## src/rtl/shiftreg_ctrl.sv

```systemverilog
// Controller for a universal shift register: parallel-load a word, shift it N times, report the result.
// Optional macro SHIFTREG_CTRL_ROTATE_EN turns the serial fill into a rotate of the register contents.
module shiftreg_ctrl #(
  parameter int WIDTH = 4,
  parameter int CNT_W = 3
) (
  input  logic             clk,
  input  logic             rst,
  input  logic             cmd_valid,
  output logic             cmd_ready,
  input  logic             cmd_dir,
  input  logic [WIDTH-1:0] cmd_data,
  input  logic [CNT_W-1:0] cmd_count,
  input  logic             cmd_fill,
  output logic [1:0]       sr_sel,
  output logic [WIDTH-1:0] sr_val,
  output logic             sr_din,
  input  logic [WIDTH-1:0] sr_dout,
  output logic             res_valid,
  output logic [WIDTH-1:0] res_data,
  output logic             busy
);

  typedef enum logic [1:0] {IDLE, LOAD, SHIFT, DONE} state_t;

  localparam logic [1:0] SEL_HOLD  = 2'b00;
  localparam logic [1:0] SEL_RIGHT = 2'b01;
  localparam logic [1:0] SEL_LEFT  = 2'b10;
  localparam logic [1:0] SEL_LOAD  = 2'b11;

  state_t           state;
  logic [CNT_W-1:0] remaining;
  logic             dir_q;
  logic             fill_q;
  logic [WIDTH-1:0] data_q;
  logic [WIDTH-1:0] res_hold;
  logic             shift_bit;

  // The shift count is latched straight into remaining; LOAD decides whether any shifting is needed.
  always_ff @(posedge clk) begin
    if (rst) begin
      state     <= IDLE;
      remaining <= '0;
      dir_q     <= 1'b0;
      fill_q    <= 1'b0;
      data_q    <= '0;
      res_hold  <= '0;
      sr_sel    <= SEL_HOLD;
      res_valid <= 1'b0;
      busy      <= 1'b0;
    end else begin
      case (state)
        IDLE: begin
          res_valid <= 1'b0;
          if (cmd_valid) begin
            dir_q     <= cmd_dir;
            fill_q    <= cmd_fill;
            data_q    <= cmd_data;
            remaining <= cmd_count;
            state     <= LOAD;
            sr_sel    <= SEL_LOAD;
            busy      <= 1'b1;
          end
        end
        LOAD: begin
          if (remaining != '0) begin
            state  <= SHIFT;
            sr_sel <= dir_q ? SEL_LEFT : SEL_RIGHT;
          end else begin
            state     <= DONE;
            sr_sel    <= SEL_HOLD;
            res_valid <= 1'b1;
          end
        end
        SHIFT: begin
          remaining <= remaining - 1'b1;
          if (remaining == {{(CNT_W-1){1'b0}}, 1'b1}) begin
            state     <= DONE;
            sr_sel    <= SEL_HOLD;
            res_valid <= 1'b1;
          end
        end
        DONE: begin
          res_hold  <= sr_dout;
          res_valid <= 1'b0;
          busy      <= 1'b0;
          state     <= IDLE;
        end
        default: begin
          state     <= IDLE;
          sr_sel    <= SEL_HOLD;
          res_valid <= 1'b0;
          busy      <= 1'b0;
        end
      endcase
    end
  end

`ifdef SHIFTREG_CTRL_ROTATE_EN
  assign shift_bit = dir_q ? sr_dout[WIDTH-1] : sr_dout[0];
`else
  assign shift_bit = fill_q;
`endif

  // The final shift lands on the edge entering DONE, so the result is passed through live in DONE.
  assign res_data  = res_valid ? sr_dout : res_hold;
  assign cmd_ready = (state == IDLE) && !rst;
  assign sr_val    = data_q;
  assign sr_din    = (state == SHIFT) ? shift_bit : 1'b0;

endmodule

```

## config.mk

```make
export PLATFORM = sky130hd
export DESIGN_NAME = shiftreg_ctrl
export DESIGN_NICKNAME = d
export VERILOG_FILES = /design/src/rtl/shiftreg_ctrl.sv
export SDC_FILE = /design/constraint.sdc
export NUM_CORES = 1
export LEC_CHECK = 0
export ABC_AREA = 1
export BUFFER_PORTS_ARGS = -buffer_cell sky130_fd_sc_hd__buf_2
export CAP_MARGIN = 20
export CORE_MARGIN = 2
export CORE_UTILIZATION = 49
export DETAILED_ROUTE_END_ITERATION = 12
export HOLD_SLACK_MARGIN = 0.1
export MAX_ROUTING_LAYER = met4
export PLACE_DENSITY = 0.81
export RECOVER_POWER = 100
export SLEW_MARGIN = 25
export SYNTH_ARGS = -nofsm -noshare
export SYNTH_HDL_FRONTEND = slang
export SYNTH_SLANG_ARGS = --single-unit
```

## constraint.sdc

```tcl
create_clock -name clk -period 1.82 [get_ports clk]
set_clock_uncertainty 0.05 [all_clocks]
set_input_delay 0.273 -clock clk [delete_from_list [all_inputs] [get_ports clk]]
set_output_delay 0.273 -clock clk [all_outputs]
set_load 0.005 [all_outputs]
```

==> flow_results.xml, run 1 <==
<?xml version="1.0" encoding="UTF-8"?>
<metrics>
  <group name="yosys">
    <metric name="post-synth-top-count-cell" unit="">nand2_1</metric>
    <metric name="synth.distinct_cells" unit="">16</metric>
    <metric name="count_of_mapped_cells_out_of_synthesis" unit="">139</metric>
    <metric name="avgSynthCellArea" unit="µm²">6.994</metric>
    <metric name="synth_area_leader_cell" unit="">dfxtp_1</metric>
    <metric name="fraction_of_synthesis_flops_using_an_asynchronous_set_or_reset_pin" unit="%">0</metric>
    <metric name="ys.flop_type" unit="">dfxtp_1</metric>
    <metric name="post_synth_instance_area" unit="µm²">972.2</metric>
    <metric name="synth.yosys.seq_area_share" unit="%">39.12</metric>
    <metric name="post_synth_main_area_contributors" unit="">dfxtp_1 39%, o21ai_0 11%, ha_1 10%</metric>
    <metric name="ys_ff_latch" unit="">19</metric>
    <metric name="yosys_warnings" unit="">0</metric>
    <metric name="synth_top_cells_by_count" unit="">26 x nand2_1, 22 x o21ai_0, 20 x inv_1, 19 x dfxtp_1, 19 x nor2_1</metric>
    <metric name="number_of_enable_type_register_cells_in_the_synthesized_netlist" unit="">0</metric>
    <metric name="synth_top_area_share" unit="%">39.12</metric>
    <metric name="syn_nets" unit="">163</metric>
  </group>
  <group name="routing">
    <metric name="wl_per_cell" unit="µm">10.25</metric>
    <metric name="antenna_violating_nets_post_route" unit="">0</metric>
    <metric name="detail_route.iter0.violations" unit="">8</metric>
    <metric name="wirelength" unit="µm">2020</metric>
    <metric name="drt_drc_violations_left" unit="">0</metric>
    <metric name="drtPass1Iterations" unit="">4</metric>
    <metric name="via_count" unit="">927</metric>
    <metric name="routed_via_density" unit="">4.706</metric>
  </group>
  <group name="run_status">
    <metric name="outcome" unit="">finished clean</metric>
  </group>
  <group name="cells_and_area">
    <metric name="layout.nets" unit="">195</metric>
    <metric name="seq_area" unit="µm²">380.4</metric>
    <metric name="area_of_the_multi_input_gates" unit="µm²">495.5</metric>
    <metric name="final_layout_size_suffix_gt1_share" unit="%">18.82</metric>
    <metric name="final_core_util" unit="%">60.16</metric>
    <metric name="fillerInstances" unit="">188</metric>
    <metric name="synthToLayoutAreaGrowth" unit="%">18.92</metric>
    <metric name="fin_cells" unit="">197</metric>
    <metric name="antenna_fix_cells" unit="">0</metric>
  </group>
  <group name="grt">
    <metric name="global_route.overflow_total" unit="">0</metric>
    <metric name="use_met2" unit="%">36.57</metric>
    <metric name="first_global_vias" unit="">903</metric>
    <metric name="use_met3" unit="%">2.778</metric>
    <metric name="grt_antenna_before_repair" unit="">0</metric>
    <metric name="grt_pass1_wl" unit="µm">3560</metric>
    <metric name="global_route.usage.met1" unit="%">20.70</metric>
    <metric name="global_route.usage.total" unit="%">19.29</metric>
    <metric name="grt.busiest_layer" unit="">met2</metric>
    <metric name="grt_max_degree" unit="">16</metric>
  </group>
  <group name="cts">
    <metric name="cts.hold.buffers_added" unit="">0</metric>
    <metric name="clkTransAtPathRegs" unit="ns">0.10</metric>
    <metric name="ctsHtreeMaxLevel" unit="">1</metric>
    <metric name="clk_path_buf_depth" unit="">2</metric>
    <metric name="cts-resized-gates" unit="">0</metric>
    <metric name="clock_tree.root_cell" unit="">clkbuf_4</metric>
    <metric name="clock_tree_from_tritoncts" unit="">yes</metric>
    <metric name="clock_sinks" unit="">19</metric>
    <metric name="post_cts_setup_inserts" unit="">0</metric>
    <metric name="cts-buffers-inserted" unit="">3</metric>
    <metric name="insertion_delay" unit="ns">0.29</metric>
  </group>
  <group name="pwr">
    <metric name="irDropWorstVdd" unit="V">0.0006933</metric>
    <metric name="leakage" unit="nW">0.5766</metric>
    <metric name="power_density" unit="nW/µm²">1406</metric>
    <metric name="p_total" unit="mW">1.626</metric>
  </group>
  <group name="setup_path">
    <metric name="timing.critical_path.to_type" unit="">primary output</metric>
    <metric name="worst-path-max-fanout" unit="">6</metric>
    <metric name="critical_path_required" unit="ns">1.50</metric>
    <metric name="cp-start-kind" unit="">flop</metric>
    <metric name="arrival" unit="ns">1.36</metric>
    <metric name="critical_path_class" unit="">reg -&gt; out</metric>
  </group>
  <group name="sta">
    <metric name="timing.fmax" unit="MHz">593.2</metric>
    <metric name="grt_setup_unrepaired" unit="">no</metric>
    <metric name="fin_setup_tns" unit="ns">0</metric>
    <metric name="worst_pin_slew" unit="ns">0.3744</metric>
    <metric name="tightest_slew_margin_relative_to_the_limit" unit="%">75.01</metric>
    <metric name="final-max-slew-violation-count" unit="">0</metric>
    <metric name="finalHoldViolations" unit="">0</metric>
    <metric name="setup-violations-final" unit="">0</metric>
    <metric name="final.period_utilization" unit="%">92.63</metric>
    <metric name="finalWorstPathRequiredPeriod" unit="ns">1.686</metric>
  </group>
  <group name="placement">
    <metric name="portBuffers" unit="">29</metric>
    <metric name="gpl.final_weighted_congestion" unit="">0.8125</metric>
    <metric name="detailed_place_hpwl" unit="µm">1638</metric>
    <metric name="place.detailed.instances" unit="">193</metric>
  </group>
  <group name="hold_path">
    <metric name="worstHoldPathType" unit="">in -&gt; reg</metric>
  </group>
  <group name="die">
    <metric name="core_area" unit="µm²">1922</metric>
    <metric name="initial_core_util" unit="%">50.59</metric>
    <metric name="die_w" unit="µm">48.54</metric>
    <metric name="floorplan.io_pins" unit="">30</metric>
    <metric name="floorplan.die_area" unit="µm²">2356</metric>
    <metric name="die_h" unit="µm">48.54</metric>
    <metric name="fp-row-count" unit="">16</metric>
  </group>
  <group name="run">
    <metric name="maxCapViolCount" unit="">0</metric>
  </group>
</metrics>
[per-layer routing]
metal | part of all wire (%) | routed length, µm
met1 | 46 | 924
met3 | 3.4 | 68
met5 | 0 | 0
met4 | 0.69 | 14
met2 | 50 | 1013
[registers in the layout, summed over array words and instances (netlist names)]
name	count
busy	1
dir_q	1
fill_q	1
remaining	3
res_hold	4
res_valid	1
sr_sel	2
sr_val	4
state	2
[final cells by class]
cell class | count | area share [%]
flip-flops and latches | 19 | 32.90
multi-input cells | 97 | 42.86
clock buffers | 4 | 2.273
inverters | 21 | 6.818
repair buffers | 29 | 12.23
well taps | 27 | 2.922
[report_power, final]
| group | switching, mW | internal [mW] |
|---|---|---|
| combinational | 0.480 | 0.300 |
| sequential | 0.0936 | 0.548 |
| clock | 0.118 | 0.0851 |
| total | 0.692 | 0.934 |
[per-stage QoR]
| step | hold WS (ns) | setup WS [ns] | cell area [µm²] |
|---|---|---|---|
| final | 0.1534 | 0.1342 | 1156 |
| after global routing | 0.1539 | 0.02271 | 1156 |
| after CTS | 0.1507 | 0.1276 | 1169 |
| after detailed placement | 0.3927 | 0.3306 | 1142 |
| after global placement | 0.3890 | 0.4200 | 1142 |
| after floorplan | 0.2854 | 0.5160 | 972.2 |
[placed cells by master, fill, tap and decap left out]
cell type	netlist	final
dfxtp_1	19	19
clkbuf_1	1	4
clkbuf_2	1	2
inv_1	20	20
nand3_1	8	9
clkbuf_4	0	3
ha_1	8	8
nand2_1	26	26
inv_2	1	1
o21ai_1	0	1
nor2_1	19	19
nand2_2	1	1
or2_0	1	1
o21ai_0	22	22
a21oi_1	9	9
a21oi_2	1	1
buf_2	0	24
[logic make-up (layout without fill, tap and decap cells)]
group,count (synthesis),count (layout),synth area share (%)
simple gates,56,56,23.81
compound gates,33,33,17.76
buf+inv,23,54,9.008
flops,19,19,39.12
fa+ha+maj,8,8,10.30
[path summary, 6_finish.rpt]
path	from	to	slack [ns]	cells past startpoint
min reg2reg	res_hold[0]$_SDFFE_PP0P_	res_hold[0]$_SDFFE_PP0P_	0.41	2
max	state[0]$_SDFFE_PP0P_	sr_din	0.13	5
max reg2reg	state[0]$_SDFFE_PP0P_	remaining[1]$_SDFFE_PP0P_	0.25	7
min	rst	remaining[2]$_SDFFE_PP0P_	0.15	2
[critical path, cell delays in order (launching register included)]
cell and delay [ns]:
dfxtp_1 0.44, inv_1 0.10, ha_1 0.28, nand2_1 0.10, inv_1 0.03, buf_2 0.11
Note: power is estimated with default switching activity, not from simulation.
==> run 2, diff against run 1 <==
--- a/config.mk
+++ b/config.mk
@@ -13,7 +13,7 @@
 export DETAILED_ROUTE_END_ITERATION = 12
 export HOLD_SLACK_MARGIN = 0.1
 export MAX_ROUTING_LAYER = met4
-export PLACE_DENSITY = 0.81
+export PLACE_DENSITY = 0.82
 export RECOVER_POWER = 100
 export SLEW_MARGIN = 25
 export SYNTH_ARGS = -nofsm -noshare
==> constraint.sdc (replaced) <==
create_clock -name clk -period 1.82 [get_ports clk]
set_clock_uncertainty 0.05 [all_clocks]
set_input_delay 0.273 -clock clk [delete_from_list [all_inputs] [get_ports clk]]
set_output_delay 0.273 -clock clk [all_outputs]
set_load 0.02 [all_outputs]
==> flow_results.xml, run 2 (same netlist as run 1, synthesis figures left out) <==
<?xml version="1.0" encoding="UTF-8"?>
<metrics>
  <group name="die">
    <metric name="fp-row-count" unit="">16</metric>
    <metric name="floorplan.die_area" unit="µm²">2356</metric>
    <metric name="die_h" unit="µm">48.54</metric>
    <metric name="die_w" unit="µm">48.54</metric>
    <metric name="initial_core_util" unit="%">50.59</metric>
    <metric name="core_area" unit="µm²">1922</metric>
    <metric name="floorplan.io_pins" unit="">30</metric>
  </group>
  <group name="sta">
    <metric name="finalHoldViolations" unit="">0</metric>
    <metric name="tightest_slew_margin_relative_to_the_limit" unit="%">74.10</metric>
    <metric name="finalWorstPathRequiredPeriod" unit="ns">1.643</metric>
    <metric name="final-max-slew-violation-count" unit="">0</metric>
    <metric name="worst_pin_slew" unit="ns">0.3880</metric>
    <metric name="setup-violations-final" unit="">0</metric>
    <metric name="final.period_utilization" unit="%">90.25</metric>
    <metric name="grt_setup_unrepaired" unit="">no</metric>
    <metric name="fin_setup_tns" unit="ns">0</metric>
    <metric name="timing.fmax" unit="MHz">608.8</metric>
  </group>
  <group name="cells_and_area">
    <metric name="layout.cells.most_common" unit="">nand2_1</metric>
    <metric name="synthToLayoutAreaGrowth" unit="%">17.89</metric>
    <metric name="final_layout_size_suffix_gt1_share" unit="%">14.12</metric>
    <metric name="fin_cells" unit="">197</metric>
    <metric name="layout.cells.most_common_list" unit="">27 x nand2_1, 22 x o21ai_0, 20 x inv_1</metric>
    <metric name="antenna_fix_cells" unit="">0</metric>
    <metric name="fillerInstances" unit="">202</metric>
    <metric name="layout.nets" unit="">195</metric>
  </group>
  <group name="routing">
    <metric name="wirelength" unit="µm">2120</metric>
    <metric name="wl_per_cell" unit="µm">10.76</metric>
    <metric name="detail_route.iter0.violations" unit="">23</metric>
    <metric name="routed_via_density" unit="">4.827</metric>
    <metric name="drtPass1Iterations" unit="">4</metric>
    <metric name="drt_drc_violations_left" unit="">0</metric>
    <metric name="antenna_violating_nets_post_route" unit="">0</metric>
    <metric name="via_count" unit="">951</metric>
  </group>
  <group name="cts">
    <metric name="clock_tree_from_tritoncts" unit="">yes</metric>
    <metric name="clock_sinks" unit="">19</metric>
    <metric name="clkTransAtPathRegs" unit="ns">0.10</metric>
    <metric name="insertion_delay" unit="ns">0.29</metric>
    <metric name="cts.hold.buffers_added" unit="">0</metric>
    <metric name="ctsHtreeMaxLevel" unit="">1</metric>
    <metric name="clock_tree.root_cell" unit="">clkbuf_4</metric>
    <metric name="cts-buffers-inserted" unit="">3</metric>
    <metric name="clk_path_buf_depth" unit="">2</metric>
  </group>
  <group name="placement">
    <metric name="portBuffers" unit="">29</metric>
    <metric name="gpl.final_weighted_congestion" unit="">0.7793</metric>
    <metric name="detailed_place_hpwl" unit="µm">1627</metric>
    <metric name="place.detailed.instances" unit="">193</metric>
  </group>
  <group name="setup_path">
    <metric name="timing.critical_path.to_type" unit="">primary output</metric>
    <metric name="cp-start-kind" unit="">flop</metric>
    <metric name="critical_path_required" unit="ns">1.50</metric>
    <metric name="worst-path-max-fanout" unit="">6</metric>
    <metric name="arrival" unit="ns">1.32</metric>
    <metric name="rr_worst_depth" unit="">7</metric>
    <metric name="critical_path_class" unit="">reg -&gt; out</metric>
  </group>
  <group name="hold_path">
    <metric name="worstHoldPathCells" unit="">2</metric>
    <metric name="worstHoldPathType" unit="">in -&gt; reg</metric>
  </group>
  <group name="run_status">
    <metric name="outcome" unit="">finished clean</metric>
  </group>
  <group name="grt">
    <metric name="grt_antenna_before_repair" unit="">0</metric>
    <metric name="global_route.overflow_total" unit="">0</metric>
    <metric name="global_route.usage.total" unit="%">19.69</metric>
    <metric name="grt_max_degree" unit="">16</metric>
    <metric name="grt_pass1_wl" unit="µm">3650</metric>
    <metric name="first_global_vias" unit="">916</metric>
  </group>
  <group name="pwr">
    <metric name="power_density" unit="nW/µm²">1523</metric>
    <metric name="leakage" unit="nW">0.5416</metric>
    <metric name="irDropWorstVdd" unit="V">0.0008224</metric>
  </group>
  <group name="run">
    <metric name="maxCapViolCount" unit="">0</metric>
  </group>
</metrics>
==> run 2: worst max-delay path, cell delays in order, from the launching register on <==
cell and delay, ns:
dfxtp_2 0.36, inv_1 0.09, ha_1 0.28, nand2_1 0.09, inv_1 0.06, clkbuf_2 0.16
==> run 2: power by group <==
part / internal (mW) / leakage, nW / total (mW) / switching (mW)
sequential: 0.550 / 0.157 / 0.644 / 0.0942
clock: 0.0854 / 0.0150 / 0.208 / 0.123
combinational: 0.293 / 0.370 / 0.894 / 0.601
==> run 2: repair_timing <==
| action | 4_1_cts | 5_1_grt |
|---|---|---|
| resized for setup | 0 | 2 |
| setup buffers | 0 | 0 |
| endpoints found under the setup margin | 0 | 2 |
==> run 2: cell type report <==
type,count,area [µm²],share of cell area (%)
inverters,21,78.83,6.878
flip-flops and latches,19,381.6,33.30
repair buffers,29,130.1,11.35
well taps,27,33.78,2.948
multi-input cells,97,495.5,43.23
clock buffers,4,26.28,2.293
==> run 2: metal layers <==
layer	up-vias	GRT usage [%]	routed length, µm
li1	504	-	-
met1	425	21.47	940
met2	17	34.26	1055
met3	5	5.556	91
met4	0	7.143	33
met5	-	-	0
==> run 2: path summary, 6_finish.rpt <==
kind	endpoint	slack, ns	start
worst max-delay path	sr_din	0.18	state[0]$_SDFFE_PP0P_
worst min-delay path	remaining[2]$_SDFFE_PP0P_	0.15	rst
worst max register to register	remaining[1]$_SDFFE_PP0P_	0.24	state[0]$_SDFFE_PP0P_
worst min register to register	res_hold[3]$_SDFFE_PP0P_	0.41	res_hold[3]$_SDFFE_PP0P_
==> run 2: metrics by stage <==
stage	instance area (µm²)	setup WS [ns]	utilization, %	hold slack, ns	power (mW)
global placement	1142	0.4134	59.44	0.3875	1.513
detailed placement	1142	0.3216	59.44	0.3946	1.564
CTS	1169	0.1054	60.81	0.1516	1.775
global route	1146	0.04228	59.64	0.1464	1.896
finish	1146	0.1774	59.64	0.1518	1.746
floorplan	972.2	0.4402	-	0.2854	1.310
==> run 3, diff against run 2 <==
--- a/config.mk
+++ b/config.mk
@@ -5,15 +5,15 @@
 export SDC_FILE = /design/constraint.sdc
 export NUM_CORES = 1
 export LEC_CHECK = 0
-export ABC_AREA = 1
-export BUFFER_PORTS_ARGS = -buffer_cell sky130_fd_sc_hd__buf_2
+export ABC_AREA = 0
 export CAP_MARGIN = 20
 export CORE_MARGIN = 2
-export CORE_UTILIZATION = 49
+export CORE_UTILIZATION = 50
 export DETAILED_ROUTE_END_ITERATION = 12
+export DONT_BUFFER_PORTS = 1
 export HOLD_SLACK_MARGIN = 0.1
 export MAX_ROUTING_LAYER = met4
-export PLACE_DENSITY = 0.82
+export PLACE_DENSITY = 0.7
 export RECOVER_POWER = 100
 export SLEW_MARGIN = 25
 export SYNTH_ARGS = -nofsm -noshare
==> flow_results.xml, run 3 <==
<?xml version="1.0" encoding="UTF-8"?>
<metrics>
  <group name="sta">
    <metric name="holdWs" unit="ns">0.1297</metric>
    <metric name="finalWorstSetupSlack" unit="ns">0.1100</metric>
    <metric name="final.period_utilization" unit="%">93.96</metric>
    <metric name="timing.fmax" unit="MHz">584.8</metric>
    <metric name="finalWorstPathRequiredPeriod" unit="ns">1.710</metric>
    <metric name="fin_setup_tns" unit="ns">0</metric>
    <metric name="tightest_slew_margin_relative_to_the_limit" unit="%">50.91</metric>
    <metric name="setup-violations-final" unit="">0</metric>
    <metric name="finalHoldViolations" unit="">0</metric>
    <metric name="worst_pin_slew" unit="ns">0.7339</metric>
    <metric name="final-max-slew-violation-count" unit="">0</metric>
    <metric name="grt_setup_unrepaired" unit="">no</metric>
  </group>
  <group name="yosys">
    <metric name="yosys_warnings" unit="">0</metric>
    <metric name="post_synth_main_area_contributors" unit="">dfxtp_1 37%, ha_1 9.7%, mux2i_1 7.8%</metric>
    <metric name="ys_ff_latch" unit="">19</metric>
    <metric name="synth.yosys.seq_area_share" unit="%">36.85</metric>
    <metric name="number_of_enable_type_register_cells_in_the_synthesized_netlist" unit="">0</metric>
    <metric name="syn_nets" unit="">135</metric>
    <metric name="post-synth-top-count-cell" unit="">dfxtp_1</metric>
    <metric name="synth.distinct_cells" unit="">32</metric>
    <metric name="fraction_of_synthesis_flops_using_an_asynchronous_set_or_reset_pin" unit="%">0</metric>
    <metric name="synth_top_area_share" unit="%">36.85</metric>
    <metric name="post_synth_instance_area" unit="µm²">1032</metric>
    <metric name="synth_top_cells_by_count" unit="">19 x dfxtp_1, 11 x nor2_1, 9 x a21oi_1, 9 x nand2_1</metric>
    <metric name="count_of_mapped_cells_out_of_synthesis" unit="">111</metric>
    <metric name="avgSynthCellArea" unit="µm²">9.299</metric>
    <metric name="ys.flop_type" unit="">dfxtp_1</metric>
    <metric name="synth_area_leader_cell" unit="">dfxtp_1</metric>
  </group>
  <group name="grt">
    <metric name="first_global_vias" unit="">822</metric>
    <metric name="global_route.usage.total" unit="%">20.49</metric>
    <metric name="global_route.overflow_total" unit="">0</metric>
    <metric name="grt_antenna_before_repair" unit="">0</metric>
    <metric name="grt_max_degree" unit="">20</metric>
    <metric name="grt_pass1_wl" unit="µm">3698</metric>
  </group>
  <group name="die">
    <metric name="fp-row-count" unit="">16</metric>
    <metric name="die_h" unit="µm">49.44</metric>
    <metric name="initial_core_util" unit="%">52.61</metric>
    <metric name="floorplan.die_area" unit="µm²">2444</metric>
    <metric name="die_w" unit="µm">49.44</metric>
    <metric name="core_area" unit="µm²">1962</metric>
    <metric name="floorplan.io_pins" unit="">30</metric>
  </group>
  <group name="setup_path">
    <metric name="r2r_slack" unit="ns">0.15</metric>
    <metric name="cp_cell_sequence" unit="">inv_1 -&gt; ha_1 -&gt; nor2b_2</metric>
    <metric name="worst_r2r_endpoint" unit="">sr_sel[1]$_SDFFE_PP0P_</metric>
    <metric name="timing.critical_path.to_type" unit="">primary output</metric>
    <metric name="cp-start-kind" unit="">flop</metric>
    <metric name="arrival" unit="ns">1.39</metric>
    <metric name="worstSetupStartpoint" unit="">state[0]$_SDFFE_PP0P_</metric>
    <metric name="critPathSlowestCell" unit="">dfxtp_1</metric>
    <metric name="critPathTopFamily" unit="">flip-flops</metric>
    <metric name="critical_path_class" unit="">reg -&gt; out</metric>
    <metric name="worst-path-max-fanout" unit="">5</metric>
    <metric name="worstPathBufferInverterCount" unit="">1</metric>
    <metric name="worst_r2r_startpoint" unit="">state[0]$_SDFFE_PP0P_</metric>
    <metric name="cp_slowest_stage_delay" unit="ns">0.36</metric>
    <metric name="rr_worst_depth" unit="">6</metric>
    <metric name="critical_path_required" unit="ns">1.50</metric>
  </group>
  <group name="routing">
    <metric name="detail_route.iter0.violations" unit="">13</metric>
    <metric name="drtPass1Iterations" unit="">4</metric>
    <metric name="antenna_violating_nets_post_route" unit="">0</metric>
    <metric name="wl_met1" unit="µm">937</metric>
    <metric name="highest_layer" unit="">met4</metric>
    <metric name="routed_via_density" unit="">5.373</metric>
    <metric name="via_count" unit="">806</metric>
    <metric name="wl_per_cell" unit="µm">13.99</metric>
    <metric name="wirelength" unit="µm">2099</metric>
    <metric name="drt_drc_violations_left" unit="">0</metric>
    <metric name="routed-wl-met3" unit="µm">94</metric>
    <metric name="route.met2.wl" unit="µm">1043</metric>
  </group>
  <group name="pwr">
    <metric name="p_total" unit="mW">1.607</metric>
    <metric name="leakage" unit="nW">0.4694</metric>
    <metric name="power_density" unit="nW/µm²">1355</metric>
    <metric name="irDropWorstVdd" unit="V">0.0009016</metric>
  </group>
  <group name="hold_path">
    <metric name="worstHoldPathCells" unit="">2</metric>
    <metric name="min-delay-start" unit="">cmd_count[0]</metric>
    <metric name="timing.hold.worst_endpoint" unit="">remaining[0]$_SDFFE_PP0P_</metric>
    <metric name="worstHoldPathType" unit="">in -&gt; reg</metric>
  </group>
  <group name="cts">
    <metric name="clock_tree.root_cell" unit="">clkbuf_4</metric>
    <metric name="insertion_delay" unit="ns">0.30</metric>
    <metric name="cts-buffers-inserted" unit="">3</metric>
    <metric name="post_cts_setup_inserts" unit="">0</metric>
    <metric name="clk_path_buf_depth" unit="">2</metric>
    <metric name="clock_tree_from_tritoncts" unit="">yes</metric>
    <metric name="clkTransAtPathRegs" unit="ns">0.12</metric>
    <metric name="ctsHtreeMaxLevel" unit="">1</metric>
    <metric name="clock_sinks" unit="">19</metric>
  </group>
  <group name="cells_and_area">
    <metric name="fin_cells" unit="">150</metric>
    <metric name="layout.cells.most_common" unit="">dfxtp_1</metric>
    <metric name="synthToLayoutAreaGrowth" unit="%">14.91</metric>
    <metric name="final_core_util" unit="%">60.46</metric>
    <metric name="layout.cells.most_common_list" unit="">19 x dfxtp_1, 12 x dlygate4sd3_1, 11 x nor2_1</metric>
    <metric name="postLayoutCellArea" unit="µm²">1186</metric>
    <metric name="antenna_fix_cells" unit="">0</metric>
    <metric name="final_layout_size_suffix_gt1_share" unit="%">13.01</metric>
    <metric name="layout.nets" unit="">148</metric>
  </group>
  <group name="placement">
    <metric name="portBuffers" unit="">0</metric>
    <metric name="place.detailed.instances" unit="">134</metric>
    <metric name="detailed_place_hpwl" unit="µm">1407</metric>
    <metric name="gpl.final_weighted_congestion" unit="">0.7869</metric>
    <metric name="placed_cell_area" unit="µm²">1040</metric>
    <metric name="preCtsSetupSlack" unit="ns">0.1602</metric>
  </group>
  <group name="run_status">
    <metric name="outcome" unit="">finished clean</metric>
  </group>
  <group name="run">
    <metric name="maxCapViolCount" unit="">0</metric>
  </group>
</metrics>
[run 3: cell types whose count changed after synthesis, sizes merged, moves of 2 or more]
cell	delta
nand2	-18
o21ai	-18
inv	-14
mux2i	+8
nor2	-8
mux2	+5
a211oi	+3
buf	+3
a221oi	+2
nand2b	+2
nand3	-2
nor2b	+2
o22ai	+2
[run 3: worst max-delay path by stage]
stage	to	slack (ns)	depth (start not counted)
2_1_floorplan	sr_sel[0]$_SDFFE_PP0P_	0.32	6
3_3_place_gp	sr_sel[1]$_SDFFE_PP0P_	0.24	6
3_5_place_dp	sr_sel[0]$_SDFFE_PP0P_	0.16	6
4_1_cts	cmd_ready	0.01	3
5_1_grt	cmd_ready	0.02	3
6_report	cmd_ready	0.11	3
[run 3: metal layers]
metal  track usage (%)  vias to the layer above
li1                  -                      412
met1             25.05                      376
met2             32.66                       16
met3             4.601                        2
met4             8.333                        0
met5                 -                        -
[run 3: where the power goes]
part	internal, mW	switching [mW]
clock	0.0819	0.142
sequential	0.521	0.145
combinational	0.318	0.399
total	0.921	0.686
[run 3: layout make-up]
cell class / count / area, µm²
Clock buffer: 3 / 22.52
Fill cell: 193 / 775.7
Inverter: 7 / 26.28
Timing Repair Buffer: 14 / 132.6
Tap cell: 27 / 33.78
Multi-Input combinational cell: 79 / 585.6
Sequential cell: 19 / 380.4
Clock inverter: 1 / 5.005
[run 3: worst register-to-register path: stages, from the launching register on]
cell and delay, ns:
dfxtp_1 0.41, inv_1 0.11, ha_1 0.28, nor2b_4 0.17, a211oi_4 0.25, mux2i_1 0.22
nor2_1 0.05
[run 3: cells by family (layout without fill, tap and decap cells)]
group           after synthesis  after routing  synth area share, %
mux                          13             13                13.58
compound gates               25             25                17.33
buf+inv                      13             25                6.545
fa+ha+maj                     8              8                9.697
simple gates                 33             33                16.00
flops                        19             19                36.85
[run 3: what timing repair did]
item	4_1_cts	5_1_grt
hold endpoints to repair	19	0
endpoints found under the setup margin	0	5
gates resized for setup	0	2
hold buffers	12	0
